<file path="src/rtl/fd_queue_if.sv">
`default_nettype none
// ============================================================================
//  Module      : fd_queue_if
//  Description : Fetch->decode handshake bundle for fd_queue. The slave
//                modport is the queue; the master modport is the fetch /
//                decode environment driving it.
//  Revision    : 1.0  initial release
// ============================================================================
interface fd_queue_if #(
    parameter int CNT_W = 2
);
    logic             in_valid;
    logic             in_ready;
    logic [31:0]      PC_in;
    logic [31:0]      IR_in;
    logic             out_valid;
    logic             out_ready;
    logic [31:0]      PC_out;
    logic [31:0]      IR_out;
    logic [4:0]       opcode;
    logic [4:0]       rd;
    logic [4:0]       rs;
    logic [4:0]       rt;
    logic [CNT_W-1:0] count;

    modport slave (
        input  in_valid, PC_in, IR_in, out_ready,
        output in_ready, out_valid, PC_out, IR_out, opcode, rd, rs, rt, count
    );

    modport master (
        output in_valid, PC_in, IR_in, out_ready,
        input  in_ready, out_valid, PC_out, IR_out, opcode, rd, rs, rt, count
    );
endinterface
`default_nettype wire

</file>
<file path="src/rtl/fd_queue.sv">
`default_nettype none
// ============================================================================
//  Module      : fd_queue
//  Description : DEPTH-entry FIFO of {PC, IR} pairs between fetch and decode
//                with valid/ready handshakes, global stall (en), flush and
//                pre-split register fields of the head instruction.
//                Optional macro FD_BYPASS_EN: an empty queue forwards the
//                fetch inputs straight to the outputs in the same cycle.
//  Revision    : 1.0  initial release
// ============================================================================
module fd_queue #(
    parameter int DEPTH = 2,
    parameter int CNT_W = $clog2(DEPTH + 1)
) (
    input  logic     clk,
    input  logic     clr,
    input  logic     en,
    input  logic     flush,
    fd_queue_if.slave bus
);
    localparam int PTR_W = (DEPTH > 1) ? $clog2(DEPTH) : 1;
    localparam logic [PTR_W-1:0] c_PTR_LAST = PTR_W'(DEPTH - 1);
    localparam logic [CNT_W-1:0] c_CNT_FULL = CNT_W'(DEPTH);

    logic [PTR_W-1:0] wp_q, wp_d;
    logic [PTR_W-1:0] rp_q, rp_d;
    logic [CNT_W-1:0] count_q, count_d;
    logic [31:0]      pc_mem_q [DEPTH];
    logic [31:0]      ir_mem_q [DEPTH];

    logic             w_empty;
    logic             w_bypass;
    logic             w_push;
    logic             w_pop;
    logic [31:0]      w_pc_out;
    logic [31:0]      w_ir_out;

    assign w_empty = (count_q == '0);

`ifdef FD_BYPASS_EN
    assign w_bypass = w_empty & bus.in_valid & ~flush;
`else
    assign w_bypass = 1'b0;
`endif

    // in_ready looks at count only: a full queue refuses a push even while popping.
    assign bus.in_ready  = (count_q != c_CNT_FULL);
    assign bus.out_valid = ~w_empty | w_bypass;

    // A bypassed instruction accepted by decode the same cycle is never stored.
    assign w_push = en & bus.in_valid & bus.in_ready & ~flush
                  & ~(w_bypass & bus.out_ready);
    // Pops come from storage only; the bypass path never advances rp.
    assign w_pop  = en & ~w_empty & bus.out_ready & ~flush;

    // Head selection: bypass input, stored head, or a forced-zero nop when empty.
    always_comb begin
        w_pc_out = '0;
        w_ir_out = '0;
        if (w_bypass) begin
            w_pc_out = bus.PC_in;
            w_ir_out = bus.IR_in;
        end else if (!w_empty) begin
            w_pc_out = pc_mem_q[rp_q];
            w_ir_out = ir_mem_q[rp_q];
        end
    end

    assign bus.PC_out = w_pc_out;
    assign bus.IR_out = w_ir_out;
    assign bus.opcode = w_ir_out[31:27];
    assign bus.rd     = w_ir_out[26:22];
    assign bus.rs     = w_ir_out[21:17];
    assign bus.rt     = w_ir_out[16:12];
    assign bus.count  = count_q;

    // Next pointer/count values; wrap by explicit compare so any DEPTH works.
    always_comb begin
        wp_d    = wp_q;
        rp_d    = rp_q;
        count_d = count_q;
        if (en) begin
            if (flush) begin
                wp_d    = '0;
                rp_d    = '0;
                count_d = '0;
            end else begin
                if (w_push) wp_d = (wp_q == c_PTR_LAST) ? '0 : wp_q + 1'b1;
                if (w_pop)  rp_d = (rp_q == c_PTR_LAST) ? '0 : rp_q + 1'b1;
                case ({w_push, w_pop})
                    2'b10:   count_d = count_q + 1'b1;
                    2'b01:   count_d = count_q - 1'b1;
                    default: count_d = count_q;
                endcase
            end
        end
    end

    // Pointer and occupancy registers, cleared asynchronously by clr.
    always_ff @(posedge clk or posedge clr) begin
        if (clr) begin
            wp_q    <= '0;
            rp_q    <= '0;
            count_q <= '0;
        end else begin
            wp_q    <= wp_d;
            rp_q    <= rp_d;
            count_q <= count_d;
        end
    end

    // Entry storage; contents persist after pop/flush and are hidden by count.
    always_ff @(posedge clk) begin
        if (w_push) begin
            pc_mem_q[wp_q] <= bus.PC_in;
            ir_mem_q[wp_q] <= bus.IR_in;
        end
    end
endmodule
`default_nettype wire
</file>
<file path="src/flat_wrapper.sv">
// flat-port wrapper written by rule: the top's interface ports become plain ports
module fd_queue_flat 
#(
    parameter int DEPTH = 2,
    parameter int CNT_W = $clog2(DEPTH + 1)
)
  (clk, clr, en, flush, bus_in_valid, bus_PC_in, bus_IR_in, bus_out_ready, bus_in_ready, bus_out_valid, bus_PC_out, bus_IR_out, bus_opcode, bus_rd, bus_rs, bus_rt, bus_count);
  fd_queue_if #(.CNT_W(CNT_W)) bus_i ();
  input  logic clk;
  input  logic clr;
  input  logic en;
  input  logic flush;
  input wire logic [$bits(bus_i.in_valid)-1:0] bus_in_valid;
  input wire logic [$bits(bus_i.PC_in)-1:0] bus_PC_in;
  input wire logic [$bits(bus_i.IR_in)-1:0] bus_IR_in;
  input wire logic [$bits(bus_i.out_ready)-1:0] bus_out_ready;
  output wire logic [$bits(bus_i.in_ready)-1:0] bus_in_ready;
  output wire logic [$bits(bus_i.out_valid)-1:0] bus_out_valid;
  output wire logic [$bits(bus_i.PC_out)-1:0] bus_PC_out;
  output wire logic [$bits(bus_i.IR_out)-1:0] bus_IR_out;
  output wire logic [$bits(bus_i.opcode)-1:0] bus_opcode;
  output wire logic [$bits(bus_i.rd)-1:0] bus_rd;
  output wire logic [$bits(bus_i.rs)-1:0] bus_rs;
  output wire logic [$bits(bus_i.rt)-1:0] bus_rt;
  output wire logic [$bits(bus_i.count)-1:0] bus_count;
  assign bus_i.in_valid = bus_in_valid;
  assign bus_i.PC_in = bus_PC_in;
  assign bus_i.IR_in = bus_IR_in;
  assign bus_i.out_ready = bus_out_ready;
  assign bus_in_ready = bus_i.in_ready;
  assign bus_out_valid = bus_i.out_valid;
  assign bus_PC_out = bus_i.PC_out;
  assign bus_IR_out = bus_i.IR_out;
  assign bus_opcode = bus_i.opcode;
  assign bus_rd = bus_i.rd;
  assign bus_rs = bus_i.rs;
  assign bus_rt = bus_i.rt;
  assign bus_count = bus_i.count;
  fd_queue #(.DEPTH(DEPTH), .CNT_W(CNT_W)) u_core (.clk(clk), .clr(clr), .en(en), .flush(flush), .bus(bus_i));
endmodule
</file>
<file path="config.mk">
export PLATFORM = sky130hd
export DESIGN_NAME = fd_queue_flat
export DESIGN_NICKNAME = d
export VERILOG_FILES = /design/src/rtl/fd_queue_if.sv /design/src/rtl/fd_queue.sv /design/src/flat_wrapper.sv
export SDC_FILE = /design/constraint.sdc
export NUM_CORES = 1
export LEC_CHECK = 0
export CAP_MARGIN = 0
export CORE_UTILIZATION = 40
export CTS_CLUSTER_DIAMETER = 150
export DETAILED_ROUTE_END_ITERATION = 8
export PLACE_DENSITY_LB_ADDON = 0.05
export SLEW_MARGIN = 20
export SYNTH_ARGS = -nofsm -noshare
export SYNTH_HDL_FRONTEND = slang
export SYNTH_SLANG_ARGS = --single-unit
</file>
<file path="constraint.sdc">
create_clock -name clk -period 7.4 [get_ports clk]
set_input_delay 1.85 -clock clk [delete_from_list [all_inputs] [get_ports clk]]
set_output_delay 1.85 -clock clk [all_outputs]
set_load 0.01 [all_outputs]
</file>
# --- Word-level counts from Yosys, hierarchy flattened ---
# Memory sizes are Yosys's and may differ from the RTL's.
# Index checks and enable logic that the tools add are counted.
totals:
  in_bits: 70
  regBits: 4
  ramBits: 128
  word_cells: 39
  mem_count: 2
memory_table:
  columns: ["memory", "words", "width", "rd", "rd_ports_with_merged_regs", "write_ports", "line", "rtl"]
  rows:
  - ["u_core.ir_mem_q", 2, 32, 1, 0, 1, "fd_queue.sv:29", "logic [31:0] ir_mem_q [DEPTH];"]
  - ["u_core.pc_mem_q", 2, 32, 1, 0, 1, "fd_queue.sv:28", "logic [31:0] pc_mem_q [DEPTH];"]
op_classes:
  reduce_logical: 7
  bitwise_logic: 8
  addsub: 4
  eq_ne: 3
  muxes: 12
op_table:
  columns: ["operator", "n"]
  rows:
  - ["32-bit two-way mux", 2]
  - ["1-bit two-way mux", 8]
  - ["1-bit AND", 6]
  - ["2-bit AND reduction", 3]
  - ["2-bit case mux with 2 select lines", 1]
  - ["2-bit nonzero test", 2]
  - ["3-bit nonzero test", 1]
  - ["1-bit adder (second input constant)", 2]
  - ["2-bit by 1-bit adder with 2-bit output (second input constant)", 1]
  - ["2-bit by 1-bit equality test with 1-bit output (second input constant)", 1]
  - ["2-bit equality test (second input constant)", 1]
  - ["2-bit zero test", 1]
  - ["2-bit two-way mux", 1]
  - ["2-bit inequality test (second input constant)", 1]
  - ["1-bit NOT", 2]
  - ["2-bit by 1-bit subtractor with 2-bit output (second input constant)", 1]

# --- Longest topological paths before layout ---
# Gate-level depths: netlist of run 1.
logic_depth:
  depth_word: 8
  ltp_mapped: 6
  ltp_nobuf: 5

# --- Worst setup path before layout of run 1 ---
# OpenSTA, ideal clock, no wires.
synth_timing:
  path_type: "input to register"
  startpoint: "in flush"
  endpoint: "mem u_core.ir_mem_q[0][0], enable pin"
  setup_slack_ns: 2.165
  arrival_time_ns: 4.749
  setup_time_ns: 0.487
  stages: 2
  cell_sequence: "nand4b_1 nor2_1"
synth_between:
  elab_chain_len: 4
synth_rtl:
  columns: ["item", "line", "rtl"]
  rows:
  - ["start: declaration", "flat_wrapper.sv:12", "input logic flush;"]
  - ["1-bit NOT", "fd_queue.sv:51", "assign w_push = en & bus.in_valid & bus.in_ready & ~flush"]
  - ["1-bit AND", "fd_queue.sv:51", null]
  - ["1-bit two-way mux", "fd_queue.sv:114", "if (w_push) begin"]
  - ["1-bit two-way mux (implied by the code)", "fd_queue.sv:116", "ir_mem_q[wp_q] <= bus.IR_in;"]
  - ["end: declaration", "fd_queue.sv:29", null]
# No other way between the ends.

# --- Worst setup path after layout of run 1 ---
layout_timing:
  startpoint: "reg u_core.count_q[1] (netlist: u_core.bus.count[1])"
  endpoint: "out bus_PC_out[26]"
layout_between:
  elab_chain_len: 2
layout_rtl:
  columns: ["item", "line", "rtl"]
  rows:
  - ["start: declaration", "fd_queue.sv:27", "logic [CNT_W-1:0] count_q, count_d;"]
  - ["start signal: assignment", "fd_queue.sv:108", "count_q <= count_d;"]
  - ["2-bit zero test", "fd_queue.sv:38", "assign w_empty = (count_q == '0);"]
  - ["32-bit two-way mux", "fd_queue.sv:63", "end else if (!w_empty) begin"]
  - ["end: declaration", "flat_wrapper.sv:19", "output wire logic [$bits(bus_i.PC_out)-1:0] bus_PC_out;"]
# No other way between the ends.

==> results of run 1 <==
==> where the power goes <==
group          total (mW)  leakage (nW)  internal (mW)  switching [mW]
Sequential          0.871          1.21          0.847          0.0243
Clock               0.789         0.265          0.492           0.297
Combinational       0.381         0.943          0.212           0.169
Total                2.04          2.42           1.55           0.491
==> how the worst max path moves through the flow <==
| stage | end | from |
|---|---|---|
| final | bus_PC_out[26] | u_core.bus.count[1] |
| after global routing | bus_IR_out[21] | u_core.bus.count[1] |
| after CTS | bus_PC_out[6] | u_core.bus.count[1] |
| after detailed placement | u_core.pc_mem_q[0][18] | flush |
| after global placement | u_core.pc_mem_q[0][20] | flush |
| after floorplan | u_core.ir_mem_q[0][0] | flush |
==> placed cells by master, fill, tap and decap left out <==
cell type	synthesis	layout
mux2i_1	65	65
o2bb2ai_1	2	2
nand2b_1	3	3
nor3_1	1	1
dfrtp_1	4	3
edfxtp_1	128	128
bufinv_16	0	2
clkinv_4	0	2
clkdlybuf4s50_1	0	157
clkbuf_16	0	17
inv_1	4	4
buf_4	22	3
buf_12	1	1
dfrtp_4	0	1
o21ai_0	3	3
nor2_4	0	3
nor2_1	67	64
clkinv_2	0	4
a31oi_1	2	2
nand4b_1	3	3
o21ai_1	1	1
clkinvlp_4	0	5
clkinv_1	0	1
a21oi_1	3	3
clkbuf_1	0	1
==> layer usage <==
layer	share of wire, %	routed length, µm
met4	2.1	210
met5	0	0
met2	49	5060
met3	6.5	667
met1	42	4290
==> cell type report <==
cell class                      instances  area, µm²  share of cell area, %
Clock buffer                           18        429                   5.80
Clock inverter                         14        139                   1.88
Inverter                                4       15.0                  0.203
Multi-Input combinational cell        150       1040                   14.1
Sequential cell                       132       3950                   53.3
Tap cell                              172        215                   2.91
Timing Repair Buffer                  161       1610                   21.8
==> stage by stage <==
step / area [µm²] / power [mW] / hold slack [ns]
after floorplan: 5310 / 1.10 / 0.462
after global placement: 6810 / 1.27 / 0.552
after detailed placement: 6830 / 1.28 / 0.547
after CTS: 7400 / 2.07 / 0.557
after global routing: 7400 / 2.13 / 0.586
final: 7400 / 2.04 / 0.558
==> sequential cells by signal (all words and copies together), names as in the netlist <==
signal            count
u_core.ir_mem_q      64
u_core.bus.count      2
u_core.pc_mem_q      64
u_core.wp_q           1
u_core.rp_q           1
==> logic make-up after synthesis <==
| logic type | count (synthesis) |
|---|---|
| buffers and inverters | 39 |
| multiplexers | 65 |
| flip-flops | 132 |
| AO/OA/AOI/OAI | 11 |
| AND/OR/NAND/NOR | 74 |
==> out/qor.yml, run 1 <==
rr_endpoint: "u_core.pc_mem_q[0][18]"
finalNetCount: 536
clkLatencyLatePin_ns: 0.40
report.final.slew_viol_count: 0
dp_hpwl_mm: 6.52
drt-total-wl_mm: 10.2
met1_usage_pct: 18.7
ff2ff_path_depth: 4
grt_usage_pct: 15.8
ys_types: 19
min_period_ns: 4.56
firstDrtPassIters: 4
hp-start: "u_core.wp_q"
antenna_cells: 0
wl_per_cell_um: 15.7
synthAdderAreaFrac_pct: 0
min_path_type: "reg -> reg"
met2_usage_pct: 26.6
synth_area_per_cell_um2: 16.5
reg2reg_from: "u_core.bus.count[0]"
cts_resized: 0
cts_buffers: 17
status: "finished clean"
htreeDepth: 4
grt-ovfl-total: 0
p_leak_nw: 2.42
crit_cells: 4
synthFlopType: "edfxtp_1"
yosysMostFrequentCell: "edfxtp_1"
synth_compound_area_share_pct: 1.23
synth-simple-area-share_pct: 5.68
synthXorXnorAreaFrac_pct: 0
synth_top_area_cell: "edfxtp_1"
fill_cells: 1012
drv_cap: 0
synth_seq_cells: 132
fmax_mhz: 219
grt_use_met3_pct: 5.10
tightest_slew_ns: 0.905
area_growth_pct: 39.4
drc: 0
clkTransAtPathRegs_ns: 0.05
setup-violations-final: 0
cts-root-buf: "clkbuf_16"
slew_headroom_pct: 39.5
cp_top_family: "buffers and inverters"
drive_above_1_share_pct: 7.93
fin_skew_ns: 0.00645
cts_hold_buf: 0
ir_drop_mv: 0.128
cts_sinks: 132
dieArea_um2: 13700
hold_violations: 0
synth_top_family_by_area: "multiplexers"
ys_seq_area_share_pct: 74.3
vias: 3076
gp_congestion: 0.762
syn_inst: 321
yosysWarningCount: 0
r2r_slack_ns: 4.68
port_buffers: 157
cp.required_ns: 5.55
worstPathMaxFanout: 35
final.setup.tns_ns: 0
grt_pass1_wl_mm: 15.5
grt_pass1_vias: 3127
post-route-period-util_pct: 61.7
synth_area_leaders: "edfxtp_1 72%, mux2i_1 12%, nor2_1 4.7%, buf_4 3.1%, dfrtp_1 1.9%"
rsz0062_at_grt: "no"
clock_path_buffers: 2
place_inst: 619
slowest_delay_ns: 0.72
final_cells: 651
gr-max-usage-layer: "met2"
grt_max_degree: 65
initial_core_util_pct: 41.6
ys_async_sr_fraction_pct: 3.03
crit_type: "reg -> out"
powerDensity_nw_per_um2: 276
ant_nets: 0
path_cells: "nor2_4 -> buf_4 -> nor2_1 -> clkdlybuf4s50_1"
antenna_found_initial: 0
fin_util_pct: 57.9
dpl_worst_slack_ns: 2.91
via_per_inst: 4.73
post_cts_buffers: 0
path_buf_inv: 2
pin_count: 158
hold-path-cell-count: 1
synth.top_cell.area_share_pct: 72.4
netlist_top_cells_count: "128 x edfxtp_1, 67 x nor2_1, 65 x mux2i_1"
drtIter0Drc: 162
die_width_um: 117
coreArea_um2: 12800
synth_edf_count: 128
muxShareOfSynthArea_pct: 12.3
min_to: "u_core.wp_q"
worst_path_max_delay_cell: "nor2_4"
cp-end-kind: "output pin"
cts_tree: "yes"
finalWorstSetupSlack_ns: 2.84
die_h_um: 117
startpoint_type: "register"
synth_fp_nets: 391
crit_arrival_ns: 2.71
rows: 41
syn_area_um2: 5310
(Power assumes the default switching activity.)
==> run 2: changes to the inputs <==
- clock period: 7.4 -> 3.8 ns (I/O delays scaled with it)
==> run 2 against run 1 <==
Against the previous run:
- combinational power grew 100%
- global-route usage shrank 0.20 points
- wire length grew 1.0%
- die area is the same
- clock skew is essentially flat
- total power grew 110%
- register-to-register slack lost 2.8 ns
- largest cell class unchanged
- critical path type unchanged
- highest routed layer unchanged
- via count shrank 1.7%
- cell count grew 0.31%
==> out/qor.yml, run 2 (synthesized netlist as in run 1, its figures left out) <==
status: "finished clean"
rows: 41
cts_buffers: 17
layout_commonest_cell: "clkdlybuf4s50_1"
firstDrtPassIters: 4
min_path_type: "reg -> reg"
vias: 3025
fin_area_um2: 7540
seqPwrFrac_pct: 39.2
post-route-period-util_pct: 86.4
drt-total-wl_mm: 10.3
wl_per_cell_um: 15.8
startpoint_type: "register"
antenna_cells: 0
worstPathMaxFanout: 22
clock_path_buffers: 2
place_inst: 622
r2r_slack_ns: 1.84
final_cells: 653
die_h_um: 117
tightest_slew_ns: 0.511
slew_headroom_pct: 65.8
fin_util_pct: 59.0
final_cell_mix: "157 x clkdlybuf4s50_1, 128 x edfxtp_1, 65 x mux2i_1, 64 x nor2_1, 17 x clkbuf_16"
grt_usage_pct: 15.6
grt_max_degree: 65
seqCellArea_um2: 3950
drc: 0
grt_pass1_wl_mm: 15.4
clkLatencyLatePin_ns: 0.40
cts_hold_buf: 0
hold_violations: 0
fmax_mhz: 305
cts_tree: "yes"
setup-violations-final: 0
rsz0062_at_grt: "no"
netSwitchingFraction_pct: 22.5
pwr-share-clk_pct: 42.5
p_leak_nw: 2.49
crit_arrival_ns: 2.33
cp-end-kind: "output pin"
ant_nets: 0
fill_cells: 991
dieArea_um2: 13700
p_int_mw: 3.30
cts-root-buf: "clkbuf_16"
port_buffers: 157
report.final.slew_viol_count: 0
fin_hold_ws_ns: 0.575
area_growth_pct: 42.0
ir_drop_mv: 0.300
initial_core_util_pct: 41.6
htreeDepth: 4
cts_resized: 0
min_period_ns: 3.28
placed_area_um2: 6880
grt_pass1_vias: 3034
final.setup.tns_ns: 0
multiInputGateArea_um2: 1040
cts_sinks: 132
combPwrFrac_pct: 18.3
dp_hpwl_mm: 6.53
via_per_inst: 4.63
antenna_found_initial: 0
pin_count: 158
drv_cap: 0
coreArea_um2: 12800
switchingPower_uw: 959
fin_skew_ns: 0.00646
cp.required_ns: 2.85
post_cts_buffers: 0
drive_above_1_share_pct: 8.32
drtIter0Drc: 156
crit_type: "reg -> out"
clkTransAtPathRegs_ns: 0.06
gp_congestion: 0.711
finalNetCount: 539
die_width_um: 117
powerDensity_nw_per_um2: 564
grt-ovfl-total: 0
## run 2: cell count changes in the layout (fill, tap and decap cells not counted)
| cell | previous run | this run |
|---|---|---|
| clkbuf_1 | 1 | 0 |
| buf_4 | 3 | 4 |
| clkinv_2 | 4 | 1 |
| inv_6 | 0 | 1 |
| clkinv_1 | 1 | 2 |
| bufinv_16 | 2 | 6 |
| buf_12 | 1 | 3 |
| clkinvlp_4 | 5 | 2 |
## run 2: metal layers
metal  wire length, µm  GRT usage, %  vias up
met5                 0             0        -
met4               110          6.16        0
met3               714          6.13        9
met2              5160          26.1      115
met1              4350          18.0     1442
li1                  -             -     1459
## run 2: path summary, 6_finish.rpt
check | startpoint | endpoint | cells after the start
worst min-delay path | u_core.wp_q | u_core.wp_q | 1
worst max-delay path | u_core.bus.count[1] | bus_out_valid | 4
min in group asynchronous | clr | u_core.wp_q | 2
worst min register to register | u_core.wp_q | u_core.wp_q | 1
worst max register to register | u_core.bus.count[0] | u_core.ir_mem_q[1][8] | 4
max in group asynchronous | clr | u_core.rp_q | 2
## run 2: cell type report
type | count | share of cell area, %
clock inverters | 14 | 3.10
clock buffers | 17 | 5.64
flip-flops and latches | 132 | 52.4
multi-input cells | 150 | 13.8
well taps | 172 | 2.85
repair buffers | 164 | 22.0
inverters | 4 | 0.199
## run 2: through the flow
stage | setup WS [ns] | power [mW]
after global routing | 0.397 | 4.42
after CTS | 0.482 | 4.30
after floorplan | -0.535 | 2.14
final | 0.518 | 4.25
after detailed placement | 0.916 | 2.49
after global placement | 0.992 | 2.48
## run 2: power by group through the flow
| stage | Sequential [mW] | Clock, mW | Combinational (mW) |
|---|---|---|---|
| floorplan | 1.70 | 0 | 0.442 |
| global placement | 1.70 | 0 | 0.783 |
| detailed placement | 1.70 | 0 | 0.788 |
| CTS | 1.67 | 1.84 | 0.793 |
| global route | 1.67 | 1.91 | 0.845 |
| finish | 1.67 | 1.81 | 0.780 |
## run 2: critical path, stage by stage, from the launching register on
cell             delay [ns]
dfrtp_1                0.47
nor2_4                 0.46
buf_4                  0.36
inv_1                  0.12
clkdlybuf4s50_1        0.49
==> run 3: changes to the inputs <==
- CORE_ASPECT_RATIO: default -> 1.4
- PLACE_DENSITY: default -> 0.78
- PLACE_DENSITY_LB_ADDON: 0.05 -> default
==> run 3 against run 2 <==
Against the previous run:
- total power is 3.5% lower
- sequential cell count stayed put
- critical path depth stayed put
- via count is 0.83% higher
- wire length is 3.9% lower
- clock skew is 0.0012 ns lower
- utilization is 1.2 points lower
- sequential power hardly changed
- cell count is 2.8% lower
- hold slack worse by 0.019 ns
==> out/qor.yml, run 3 (synthesized netlist as in run 1, its figures left out) <==
rsz0062_at_grt: "no"
ir_drop_mv: 0.348
min_path_type: "reg -> reg"
clkLatencyLatePin_ns: 0.40
initial_core_util_pct: 41.2
worstPathMaxFanout: 20
grt-ovfl-total: 0
ant_nets: 0
clkTransAtPathRegs_ns: 0.06
pin_count: 158
status: "finished clean"
cts_hold_buf: 0
grt_pass1_vias: 3079
die_h_um: 138
vias: 3050
cts_sinks: 132
powerDensity_nw_per_um2: 551
drv_cap: 0
p_leak_nw: 2.48
drt-total-wl_mm: 9.92
slew_headroom_pct: 68.9
clock_path_buffers: 2
netSwitchingFraction_pct: 23.1
switchingPower_uw: 947
antenna_cells: 0
p_total_mw: 4.11
post_cts_buffers: 0
antenna_found_initial: 0
fin_skew_ns: 0.00528
report.final.slew_viol_count: 0
crit_type: "reg -> out"
via_per_inst: 4.80
grt_max_degree: 36
grt_usage_pct: 14.8
combPwrFrac_pct: 18.4
setup-violations-final: 0
dp_hpwl_mm: 6.81
cts_resized: 0
gp_congestion: 0.712
finalNetCount: 540
die_width_um: 99.4
startpoint_type: "register"
firstDrtPassIters: 4
htreeDepth: 4
grt_pass1_wl_mm: 15.4
fmax_mhz: 313
drive_above_1_share_pct: 8.51
tightest_slew_ns: 0.466
seqPwrFrac_pct: 41.0
area_growth_pct: 40.3
final_cell_mix: "157 x clkdlybuf4s50_1, 128 x edfxtp_1, 65 x mux2i_1, 64 x nor2_1, 17 x clkbuf_16"
fin_util_pct: 57.9
pwr-share-clk_pct: 40.6
crit_arrival_ns: 2.24
coreArea_um2: 12900
cts_tree: "yes"
dieArea_um2: 13700
wl_per_cell_um: 15.6
port_buffers: 157
cp.required_ns: 2.85
drtIter0Drc: 86
rows: 49
p_int_mw: 3.16
cp-end-kind: "output pin"
layout_commonest_cell: "clkdlybuf4s50_1"
cts_buffers: 17
hold_violations: 0
drc: 0
post-route-period-util_pct: 84.0
min_period_ns: 3.19
cts-root-buf: "clkbuf_16"
[run 3: cell type report]
class / instances / area [µm²]
clock buffer: 17 / 425
inverter: 4 / 15.0
sequential: 132 / 3950
tap: 153 / 191
multi-input combinational: 150 / 1040
clock inverter: 14 / 185
timing repair buffer: 165 / 1640
fill: 1014 / 5430
[run 3: routing by layer]
layer | up-vias | global-route usage (%) | share of wire (%)
li1 | 1461 | - | -
met2 | 111 | 26.5 | 54
met5 | - | 0 | 0
met1 | 1463 | 16.5 | 39
met4 | 0 | 5.34 | 1.4
met3 | 15 | 4.20 | 5.7
[run 3: path summary, 6_finish.rpt]
check / start / to / slack (ns) / cells after the start
min: u_core.wp_q / u_core.wp_q / 0.56 / 1
max in group asynchronous: clr / u_core.rp_q / 2.90 / 2
max: u_core.rp_q / bus_rd[1] / 0.61 / 4
max reg2reg: u_core.bus.count[0] / u_core.ir_mem_q[0][6] / 1.76 / 4
min reg2reg: u_core.wp_q / u_core.wp_q / 0.56 / 1
min in group asynchronous: clr / u_core.wp_q / 0.73 / 2
[run 3: worst max-delay path: stages, from the launching register on]
cell and delay, ns:
dfrtp_4 0.64, buf_4 0.35, mux2i_1 0.13, nor2_1 0.14, clkdlybuf4s50_1 0.56
[run 3: stage by stage]
stage	setup WS, ns	hold slack (ns)	std cells	setup TNS [ns]	instance area [µm²]
after floorplan	-0.535	0.462	321	-68.54	5310
after global placement	1.06	0.538	604	0	6840
after detailed placement	0.972	0.550	604	0	6840
after CTS	0.570	0.558	635	0	7450
after global routing	0.463	0.593	635	0	7450
final	0.608	0.556	635	0	7450
[run 3: power by group through the flow]
stage / Sequential [mW] / Combinational, mW / Clock (mW)
5_1_grt: 1.69 / 0.807 / 1.77
3_5_place_dp: 1.72 / 0.763 / 0
3_3_place_gp: 1.71 / 0.753 / 0
2_1_floorplan: 1.70 / 0.442 / 0
6_report: 1.68 / 0.754 / 1.67
4_1_cts: 1.68 / 0.767 / 1.70
